$ cat config.mk
export PLATFORM = sky130hd
export DESIGN_NAME = sim_mmio_console
export DESIGN_NICKNAME = d
export VERILOG_FILES = /design/src/rtl/sim_mmio_pkg.sv /design/src/rtl/sim_mmio_fifo.sv /design/src/rtl/sim_mmio_console.sv
export SDC_FILE = /design/constraint.sdc
export NUM_CORES = 1
export LEC_CHECK = 0
export ABC_AREA = 1
export CAP_MARGIN = 20
export CORE_MARGIN = 2
export CORE_UTILIZATION = 50
export DETAILED_ROUTE_END_ITERATION = 8
export PLACE_DENSITY = 0.81
export SETUP_SLACK_MARGIN = 0.05
export SYNTH_ARGS = -nofsm -noshare
export SYNTH_HDL_FRONTEND = slang
export SYNTH_SLANG_ARGS = --single-unit
$ cat constraint.sdc
create_clock -name clk_i -period 3 [get_ports clk_i]
set_input_delay 0.75 -clock clk_i [delete_from_list [all_inputs] [get_ports clk_i]]
set_output_delay 0.75 -clock clk_i [all_outputs]
set_load 0.01 [all_outputs]
$ cat src/rtl/sim_mmio_pkg.sv
// Shared constants and types for the simulation MMIO console: default register
// addresses, status register layout and the putchar stall state encoding.
package sim_mmio_pkg;

   localparam logic [31:0] DEF_PUTCHAR_ADDR = 32'h0000_1000;
   localparam logic [31:0] DEF_TOHOST_ADDR  = 32'h0000_1004;
   localparam logic [31:0] DEF_STATUS_ADDR  = 32'h0000_1008;

   // Status register bit positions
   localparam int unsigned STAT_EMPTY_BIT = 0;
   localparam int unsigned STAT_FULL_BIT  = 1;
   localparam int unsigned STAT_EXIT_BIT  = 2;
   localparam int unsigned STAT_OVF_BIT   = 3;
   localparam int unsigned STAT_COUNT_LSB = 8;
   localparam int unsigned STAT_COUNT_W   = 8;

   // A putchar write is force-granted once it has been refused this many cycles
   localparam int unsigned STALL_TIMEOUT = 64;
   localparam int unsigned STALL_CNT_W   = 7;

   typedef enum logic {
      ST_IDLE  = 1'b0,
      ST_STALL = 1'b1
   } stall_state_e;

   // Clamp a count into the 8-bit status field
   function automatic logic [7:0] sat8(input logic [31:0] v);
      return (v > 32'd255) ? 8'hFF : v[7:0];
   endfunction

endpackage

$ cat src/rtl/sim_mmio_fifo.sv
// Character FIFO with registered full/empty flags; push when full and pop when
// empty are ignored, so callers may drive them unconditionally.
module sim_mmio_fifo
   import sim_mmio_pkg::*;
#(
   parameter int unsigned DEPTH = 16,
   parameter int unsigned WIDTH = 8
) (
   input  logic                           clk_i,
   input  logic                           rst_ni,
   input  logic                           push_i,
   input  logic [WIDTH-1:0]               data_i,
   input  logic                           pop_i,
   output logic [WIDTH-1:0]               data_o,
   output logic                           full_o,
   output logic                           empty_o,
   output logic [$clog2(DEPTH+1)-1:0]     count_o
);

   localparam int unsigned PTR_W = $clog2(DEPTH);
   localparam int unsigned CNT_W = $clog2(DEPTH + 1);

   logic [WIDTH-1:0] mem_q [DEPTH];
   logic [PTR_W-1:0] wr_ptr_q, rd_ptr_q;
   logic [CNT_W-1:0] count_q, count_d;
   logic             full_q, empty_q;
   logic             do_push_c, do_pop_c;

   assign do_push_c = push_i && !full_q;
   assign do_pop_c  = pop_i && !empty_q;

   always_comb begin
      count_d = count_q;
      if (do_push_c && !do_pop_c) begin
         count_d = count_q + CNT_W'(1);
      end else if (!do_push_c && do_pop_c) begin
         count_d = count_q - CNT_W'(1);
      end
   end

   // Pointers wrap naturally because DEPTH is a power of two
   always_ff @(posedge clk_i or negedge rst_ni) begin
      if (!rst_ni) begin
         wr_ptr_q <= '0;
         rd_ptr_q <= '0;
         count_q  <= '0;
         full_q   <= 1'b0;
         empty_q  <= 1'b1;
      end else begin
         if (do_push_c) begin
            wr_ptr_q <= wr_ptr_q + PTR_W'(1);
         end
         if (do_pop_c) begin
            rd_ptr_q <= rd_ptr_q + PTR_W'(1);
         end
         count_q <= count_d;
         full_q  <= (count_d == CNT_W'(DEPTH));
         empty_q <= (count_d == '0);
      end
   end

   always_ff @(posedge clk_i) begin
      if (do_push_c) begin
         mem_q[wr_ptr_q] <= data_i;
      end
   end

   assign data_o  = mem_q[rd_ptr_q];
   assign full_o  = full_q;
   assign empty_o = empty_q;
   assign count_o = count_q;

endmodule

$ cat src/rtl/sim_mmio_console.sv
// Simulation console on the core data bus: putchar into a character FIFO,
// first-exit-wins tohost latch, read-only status, one-cycle response.
module sim_mmio_console
   import sim_mmio_pkg::*;
#(
   parameter logic [31:0] PUTCHAR_ADDR = DEF_PUTCHAR_ADDR,
   parameter logic [31:0] TOHOST_ADDR  = DEF_TOHOST_ADDR,
   parameter logic [31:0] STATUS_ADDR  = DEF_STATUS_ADDR,
   parameter int unsigned FIFO_DEPTH   = 16
) (
   input  logic        clk_i,
   input  logic        rst_ni,
   input  logic        req_i,
   input  logic [31:0] addr_i,
   input  logic        we_i,
   input  logic [3:0]  be_i,
   input  logic [31:0] wdata_i,
   output logic        gnt_o,
   output logic        rvalid_o,
   output logic [31:0] rdata_o,
   output logic        char_valid_o,
   input  logic        char_ready_i,
   output logic [7:0]  char_data_o,
   output logic        exit_valid_o,
   output logic [31:0] exit_code_o,
   output logic        overflow_o
);

   localparam int unsigned CNT_W = $clog2(FIFO_DEPTH + 1);

   stall_state_e           state_q, state_d;
   logic [STALL_CNT_W-1:0] stall_cnt_q, stall_cnt_d;
   logic                   rvalid_q;
   logic [31:0]            rdata_q, rdata_d;
   logic                   exit_valid_q;
   logic [31:0]            exit_code_q;
   logic                   overflow_q;

   logic                   sel_put_c, sel_tohost_c, sel_status_c;
   logic                   put_wr_c, timeout_c;
   logic                   push_c, pop_c, drop_full_c, tohost_wr_c;
   logic [31:0]            status_c;
   logic                   fifo_full, fifo_empty;
   logic [CNT_W-1:0]       fifo_count;
   logic                   unused_addr_lsb;

   assign unused_addr_lsb = ^addr_i[1:0];

   assign sel_put_c    = (addr_i[31:2] == PUTCHAR_ADDR[31:2]);
   assign sel_tohost_c = (addr_i[31:2] == TOHOST_ADDR[31:2]);
   assign sel_status_c = (addr_i[31:2] == STATUS_ADDR[31:2]);

   assign put_wr_c  = req_i && we_i && sel_put_c;
   assign timeout_c = (state_q == ST_STALL) &&
                      (stall_cnt_q >= STALL_CNT_W'(STALL_TIMEOUT));

   // Stall only on the registered full flag; timeout forces the grant through
   assign gnt_o = req_i && !(put_wr_c && fifo_full && !timeout_c);

   assign push_c      = gnt_o && put_wr_c && be_i[0] && !fifo_full;
   assign drop_full_c = gnt_o && put_wr_c && fifo_full;
   assign pop_c       = !fifo_empty && char_ready_i;
   assign tohost_wr_c = gnt_o && we_i && sel_tohost_c && (be_i == 4'hF) &&
                        !exit_valid_q;

   sim_mmio_fifo #(
      .DEPTH (FIFO_DEPTH),
      .WIDTH (8)
   ) u_fifo (
      .clk_i   (clk_i),
      .rst_ni  (rst_ni),
      .push_i  (push_c),
      .data_i  (wdata_i[7:0]),
      .pop_i   (pop_c),
      .data_o  (char_data_o),
      .full_o  (fifo_full),
      .empty_o (fifo_empty),
      .count_o (fifo_count)
   );

   // Stall tracker: the counter holds the number of cycles already refused
   always_comb begin
      state_d     = state_q;
      stall_cnt_d = '0;
      case (state_q)
         ST_IDLE: begin
            if (put_wr_c && fifo_full) begin
               state_d     = ST_STALL;
               stall_cnt_d = STALL_CNT_W'(1);
            end
         end
         ST_STALL: begin
            if (!put_wr_c || gnt_o) begin
               state_d = ST_IDLE;
            end else begin
               stall_cnt_d = stall_cnt_q + STALL_CNT_W'(1);
            end
         end
         default: state_d = ST_IDLE;
      endcase
   end

   always_comb begin
      status_c                                  = '0;
      status_c[STAT_COUNT_LSB +: STAT_COUNT_W]  = sat8(32'(fifo_count));
      status_c[STAT_OVF_BIT]                    = overflow_q;
      status_c[STAT_EXIT_BIT]                   = exit_valid_q;
      status_c[STAT_FULL_BIT]                   = fifo_full;
      status_c[STAT_EMPTY_BIT]                  = fifo_empty;
   end

   always_comb begin
      rdata_d = '0;
      if (gnt_o && !we_i) begin
         if (sel_status_c) begin
            rdata_d = status_c;
         end else if (sel_tohost_c) begin
            rdata_d = exit_code_q;
         end
      end
   end

   always_ff @(posedge clk_i or negedge rst_ni) begin
      if (!rst_ni) begin
         state_q      <= ST_IDLE;
         stall_cnt_q  <= '0;
         rvalid_q     <= 1'b0;
         rdata_q      <= '0;
         exit_valid_q <= 1'b0;
         exit_code_q  <= '0;
         overflow_q   <= 1'b0;
      end else begin
         state_q     <= state_d;
         stall_cnt_q <= stall_cnt_d;
         rvalid_q    <= gnt_o;
         rdata_q     <= rdata_d;
         if (tohost_wr_c) begin
            exit_valid_q <= 1'b1;
            exit_code_q  <= wdata_i;
         end
         if (drop_full_c) begin
            overflow_q <= 1'b1;
         end
      end
   end

   assign rvalid_o     = rvalid_q;
   assign rdata_o      = rdata_q;
   assign char_valid_o = !fifo_empty;
   assign exit_valid_o = exit_valid_q;
   assign exit_code_o  = exit_code_q;
   assign overflow_o   = overflow_q;

endmodule

; ---- Word level (Yosys, flattened, before mapping)
; Memories as Yosys holds them, arrays and structs flattened.
; Cells that the tools add are included.
[totals]
elab_cells = 69
in_bits = 73
mem_bits_rw = 128
memories = 1
register_bits = 90
[classes]
n_addsub = 5
magnitude_cmp = 1
n_eq_ne = 5
n_bitwise = 1
n_mux = 13
n_reduce_logical = 31
[memory_table]
columns = name, words, word_bits, rd, rd_ports_with_merged_regs, wr, line_no
row1 = u_fifo.mem_q, 16, 8, 1, 0, 1, sim_mmio_fifo.sv:23  ; logic [WIDTH-1:0] mem_q [DEPTH];
[ops]
columns = cell, n
row1 = two-way mux 32 bit, 3
row2 = "== test 30 x 11 -> 1 bit, second input constant", 3
row3 = logical AND 1 bit, 20
row4 = one-hot mux 7 bit (2 select lines), 1
row5 = two-way mux 5 bit, 2
row6 = logical NOT 1 bit, 9
row7 = "adder 4 x 1 -> 4 bit, second input constant", 2
row8 = "adder 7 x 1 -> 7 bit, second input constant", 1
row9 = ">= comparator 7 bit, second input constant", 1
row10 = two-way mux 7 bit, 1
row11 = "adder 5 x 1 -> 5 bit, second input constant", 1
row12 = "== test 5 bit, second input constant", 1
row13 = logical NOT 5 bit, 1
row14 = two-way mux 1 bit, 5
row15 = "subtractor 5 x 1 -> 5 bit, second input constant", 1
row16 = "== test 4 bit, second input constant", 1
row17 = one-hot mux 1 bit (2 select lines), 1
row18 = logical OR 1 bit, 1
row19 = inverter 1 bit, 1

; ---- Depth between registers and ports, before layout
[depth]
word_depth = 15
depth_mapped = 15
ltp_nobuf = 14

; ---- Cells and area by module
; From an unflattened synthesis, not the netlist that was laid out.
[hier_totals]
cells_unflattened = 865
hier_area_um2 = 9185.1
[modules_own_cells]
columns = module, n_inst, cells_each, area_each_um2, seq_area_each_um2
row1 = sim_mmio_fifo, 1, 493, 5970.7, 4220.3
row2 = sim_mmio_console, 1, 372, 3214.3, 1876.8

; ---- Least setup slack after synthesis
; OpenSTA, ideal clock, no wires.
[synth_timing]
path_kind = input to output
startpoint = input addr_i[31]
endpoint = output gnt_o
arrival_ns = 1.915
path_slack_ns = 0.335
t_required_ns = 2.250
cell_stages = 10
path_cell_list = or2_1 -> nor2_1 -> nand2_1 -> nor2_4 -> inv_2 -> nor2_1 -> nand2_1 -> nand2_1 -> inv_2 -> buf_2
[synth_via]
elab_chain_len = 6
[synth_rtl]
columns = element, line_no
row1 = start: declaration, sim_mmio_console.sv:14  ; input logic [31:0] addr_i,
row2 = == test 30 x 11 -> 1 bit, sim_mmio_console.sv:49  ; assign sel_put_c = (addr_i[31:2] == PUTCHAR_ADDR[31:2]);
row3 = logical AND 1 bit, sim_mmio_console.sv:53  ; assign put_wr_c = req_i && we_i && sel_put_c;
row4 = logical AND 1 bit (2 in a row), sim_mmio_console.sv:58  ; assign gnt_o = req_i && !(put_wr_c && fifo_full && !timeout_c);
row5 = logical NOT 1 bit, sim_mmio_console.sv:58
row6 = logical AND 1 bit, sim_mmio_console.sv:58
row7 = end: declaration, sim_mmio_console.sv:18  ; output logic gnt_o,
; No other way between the ends.

; ---- Worst setup path after layout
[layout_timing]
startpoint = register u_fifo.rd_ptr_q[0]
endpoint = output char_data_o[5]
[layout_via]
elab_chain_len = 1
[layout_rtl]
columns = element, line_no
row1 = start: declaration, sim_mmio_fifo.sv:24  ; logic [PTR_W-1:0] wr_ptr_q, rd_ptr_q;
row2 = start signal: assignment, sim_mmio_fifo.sv:54  ; rd_ptr_q <= rd_ptr_q + PTR_W'(1);
row3 = memory read (16 x 8 bit), --
row4 = end: declaration, sim_mmio_console.sv:23  ; output logic [7:0] char_data_o,
; No other way between the ends.

==> results.txt <==
The run finished with clean final reports. The signal on the critical path passes through clkinv_4 -> bufbuf_16 -> nor2_1 -> nor3_1 -> o221ai_2 -> nand2_1 -> dlygate4sd2_1. The count of routing violations after the opening detailed-route iteration is 677. The sequential cell area came out at 6098 µm². The boundary pin count is 150.

The count of cell types in the netlist is 36. Row generation in the floorplan step produced 49 rows. The remaining global-route overflow came out at 0. The cell count after synthesis is 792. Broken down by cell family, the worst path's largest delay share belongs to buffers and inverters. The post-detailed-routing wire length came out at 24.33 mm. The net count of the finished layout is 1076. The share of the core filled with cells came out at 0.6871.

The worst register-to-register path begins at u_fifo.full_o. The final setup skew is 0.01467 ns. The final hold violation count came out at 0. The wire length of the first global-routing pass is 37.43 mm. In this run the power density over the cells is 708.0 nW/µm². Clock latency on the worst-skew pair, taken at its later pin, is 0.51 ns. The total design power came out at 8.678 mW. The worst register-to-register path has a setup slack of 1.04 ns. The final worst-path cycle share is 0.9851.

The CTS tree is done. The share of synthesized area occupied by flip-flops and latches came out at 0.6743. The post-route setup TNS is 0 ns. The relative slew slack came out at 0.4251.

The critical path arrival is 2.21 ns. The critical path contains buffers and inverters numbering 3 combined. For this run, the number of Yosys warnings is 0. The clock passes through at most 3 buffers. For the worst setup path, the data required time is 2.25 ns. The relative contribution of sequential cells to total power is 0.390.

The critical path is of the flip-flop to output pin type. The actual slew at the worst max-slew pin came out at 0.8597 ns. The number of buffers created by CTS came out at 23. The switching share of power is 0.3140. The number of cells on the worst reg-to-reg path came out at 10. In the final layout, the share of cells above drive strength 1 is 0.1551. The minimum hold slack is 0.2742 ns.

Subtracting the final worst setup slack from the clock period gives 2.955 ns. The final setup violation count is 0. The final number of max-transition violations came out at 0. The number of buffers inserted by port buffering came out at 147.

Leaving out filler cells and counting taps, the final layout contains 1241. The via-per-instance ratio is 5.618. The initial core utilization came out at 0.5068.

The number of clock sinks came out at 218. The sum of net half-perimeters after detailed placement came out at 14.73 mm. The x dimension of the die is 138.5 µm.

STA classifies the critical path endpoint as an output pin. The largest net degree at the start of global routing came out at 52. The capture instance of the worst register-to-register path is rdata_o[19]. In this run the worst hold path is classified as input pin to asynchronous set/reset pin. The net count after synthesis is 873. The number of antenna violations at the first check in global routing was 0. Each instance of the synthesized netlist takes up on average 11.42 µm².

The antenna cell count came out at 0. The total iterations of the first detailed-routing run came out at 5. The clock tree root driver cell is sky130_fd_sc_hd__clkbuf_16. The cell area after technology mapping came out at 9042 µm². The logic gate share of total power came out at 0.295. STA classifies the critical path startpoint as a flip-flop. Setup repair after global routing could not meet its margin everywhere. The number of nets with antenna violations after routing came out at 0. CTS built an H-tree with a depth of 1.

The floorplan step defined a die boundary enclosing 19180 µm². The area added between synthesis and finish came out at 35.56%. In this run the worst path has a maximum fanout of 16. In this run, placement finished with an instance count of 1185.

The net switching power came out at 2.725 mW. The via count is 6972. The tool flagged a number of max-cap violations equal to 0.

The die is 138.5 µm tall. The number of fill cells is 1199. The peak ir drop on the vdd network is 659.5 µV. The total area of multi-input combinational cells came out at 2733 µm². For this design, the slowest cell found on the critical path is sky130_fd_sc_hd__dfrtp_2.

Routability-driven placement finished with a final weighted congestion of 0.8276. For this run, the slowest stage of the critical path takes 0.45 ns. The remaining routing DRC violations is 0.

The CTS clock-pin slew for the worst setup and hold paths is 0.06 ns. The routed wire length per instance is 19.60 µm. The number of global-route vias before repair came to 7090. The internal power consumption came out at 5.953 mW. The number of flip-flops and latches in the synthesized netlist came out at 218. The all-layer global routing usage came out at 0.2472. The power share of the clock group came out at 0.315. Buffers inserted to repair hold after CTS numbered 0.

The timing-limited maximum frequency is 0.3384 GHz. The leakage component of the power came out at 5.115 nW. The total area inside the core boundary comes to 17840 µm².
[per-stage QoR]
stage / worst slack [ns] / area [µm²]
global placement: -0.4297 / 11130
finish: 0.04470 / 12260
CTS: -0.1435 / 12020
detailed placement: -0.4963 / 11130
global route: -0.01439 / 12260
floorplan: 0.3345 / 9042
[routing by layer]
| metal | GRT usage | up-vias | wire (µm) |
|---|---|---|---|
| li1 | - | 3164 | - |
| met2 | 0.4072 | 370 | 11930 |
| met4 | 0.1015 | 0 | 782 |
| met1 | 0.3159 | 3378 | 9289 |
| met5 | 0 | - | 0 |
| met3 | 0.06200 | 60 | 2329 |
[placed cells by master (no fill, tap or decap), drive strengths merged, types with 5 or more instances in the layout]
cell type / n
edfxtp: 128
nand2: 127
dlymetal6s2s: 21
clkinv: 5
o221ai: 22
o21ai: 46
nor3: 7
o32ai: 8
buf: 69
inv: 58
o211ai: 8
nor3b: 24
nand4: 9
mux2i: 22
clkbuf: 39
clkdlybuf4s50: 116
nand3: 57
xor2: 9
o22ai: 6
dfrtp: 89
nor2: 116
ha: 8
[state kept, by name, indices dropped and copies added, names as in the netlist, 4 cells and up]
register         cells
u_fifo.count_o       5
u_fifo.wr_ptr_q      4
u_fifo.mem_q       128
rdata_o             32
exit_code_o         32
stall_cnt_q          7
u_fifo.rd_ptr_q      4
[logic make-up (layout without fill, tap and decap cells)]
logic type      after synthesis  after routing  share of synthesized area
simple gates                346            346                     0.1712
compound gates               93             93                    0.06697
flops                       218            218                     0.6743
mux                          22             22                    0.02435
buf+inv                      95            315                    0.04248
xor+xnor                     10             10                   0.009687
fa+ha+maj                     8              8                    0.01107
[Yosys cell counts, drive strengths merged]
cell / count / share of area
clkbuf: 24 / 0.010
xnor2: 1 / 0.00097
o221ai: 22 / 0.021
nor3: 7 / 0.0039
nor4: 3 / 0.0037
dfstp: 1 / 0.0029
inv: 56 / 0.023
nand4: 9 / 0.0069
nor3b: 24 / 0.020
o21ai: 46 / 0.025
o211ai: 8 / 0.0066
buf: 14 / 0.0089
ha: 8 / 0.011
xor2: 9 / 0.0087
mux2i: 22 / 0.024
nand2b: 1 / 0.00069
edfxtp: 128 / 0.43
a21oi: 3 / 0.0017
o22ai: 6 / 0.0042
o32ai: 8 / 0.0077
or2: 1 / 0.00069
nor2: 116 / 0.049
and2: 1 / 0.00069
dfrtp: 89 / 0.25
nand3: 57 / 0.032
nand2: 127 / 0.054
clkinv: 1 / 0.00041
[cell type report]
cell class                      instances  share of cell area
Tap cell                              229             0.02337
Clock buffer                           34             0.05277
Inverter                               57             0.01786
Timing Repair Buffer                  216              0.1793
Multi-Input combinational cell        479              0.2229
Sequential cell                       218              0.4975
Clock inverter                          8            0.006226
[worst max-delay path by stage]
| stage | cells past startpoint | slack (ns) | start | to |
|---|---|---|---|---|
| 6_report | 7 | 0.04 | u_fifo.rd_ptr_q[0] | char_data_o[5] |
| 5_1_grt | 7 | -0.01 | u_fifo.rd_ptr_q[0] | char_data_o[5] |
| 4_1_cts | 12 | -0.14 | addr_i[16] | gnt_o |
| 3_5_place_dp | 12 | -0.50 | addr_i[6] | gnt_o |
| 3_3_place_gp | 13 | -0.43 | addr_i[12] | gnt_o |
| 2_1_floorplan | 10 | 0.33 | addr_i[31] | gnt_o |
[power by group through the flow]
stage               combinational, mW  clock (mW)  sequential, mW
global route                     2.76        2.89            3.39
detailed placement               2.12           0            3.42
CTS                              2.33        2.76            3.37
finish                           2.56        2.73            3.38
floorplan                        1.26           0            3.36
global placement                 2.05           0            3.41
[what timing repair did]
item | CTS | global route
resized for setup | 33 | 67
setup buffers | 1 | 9
setup endpoints to repair | 9 | 9
cloned | 3 | 1
pin swaps | 5 | 34
No activity file was read; power rests on OpenSTA's default activity.
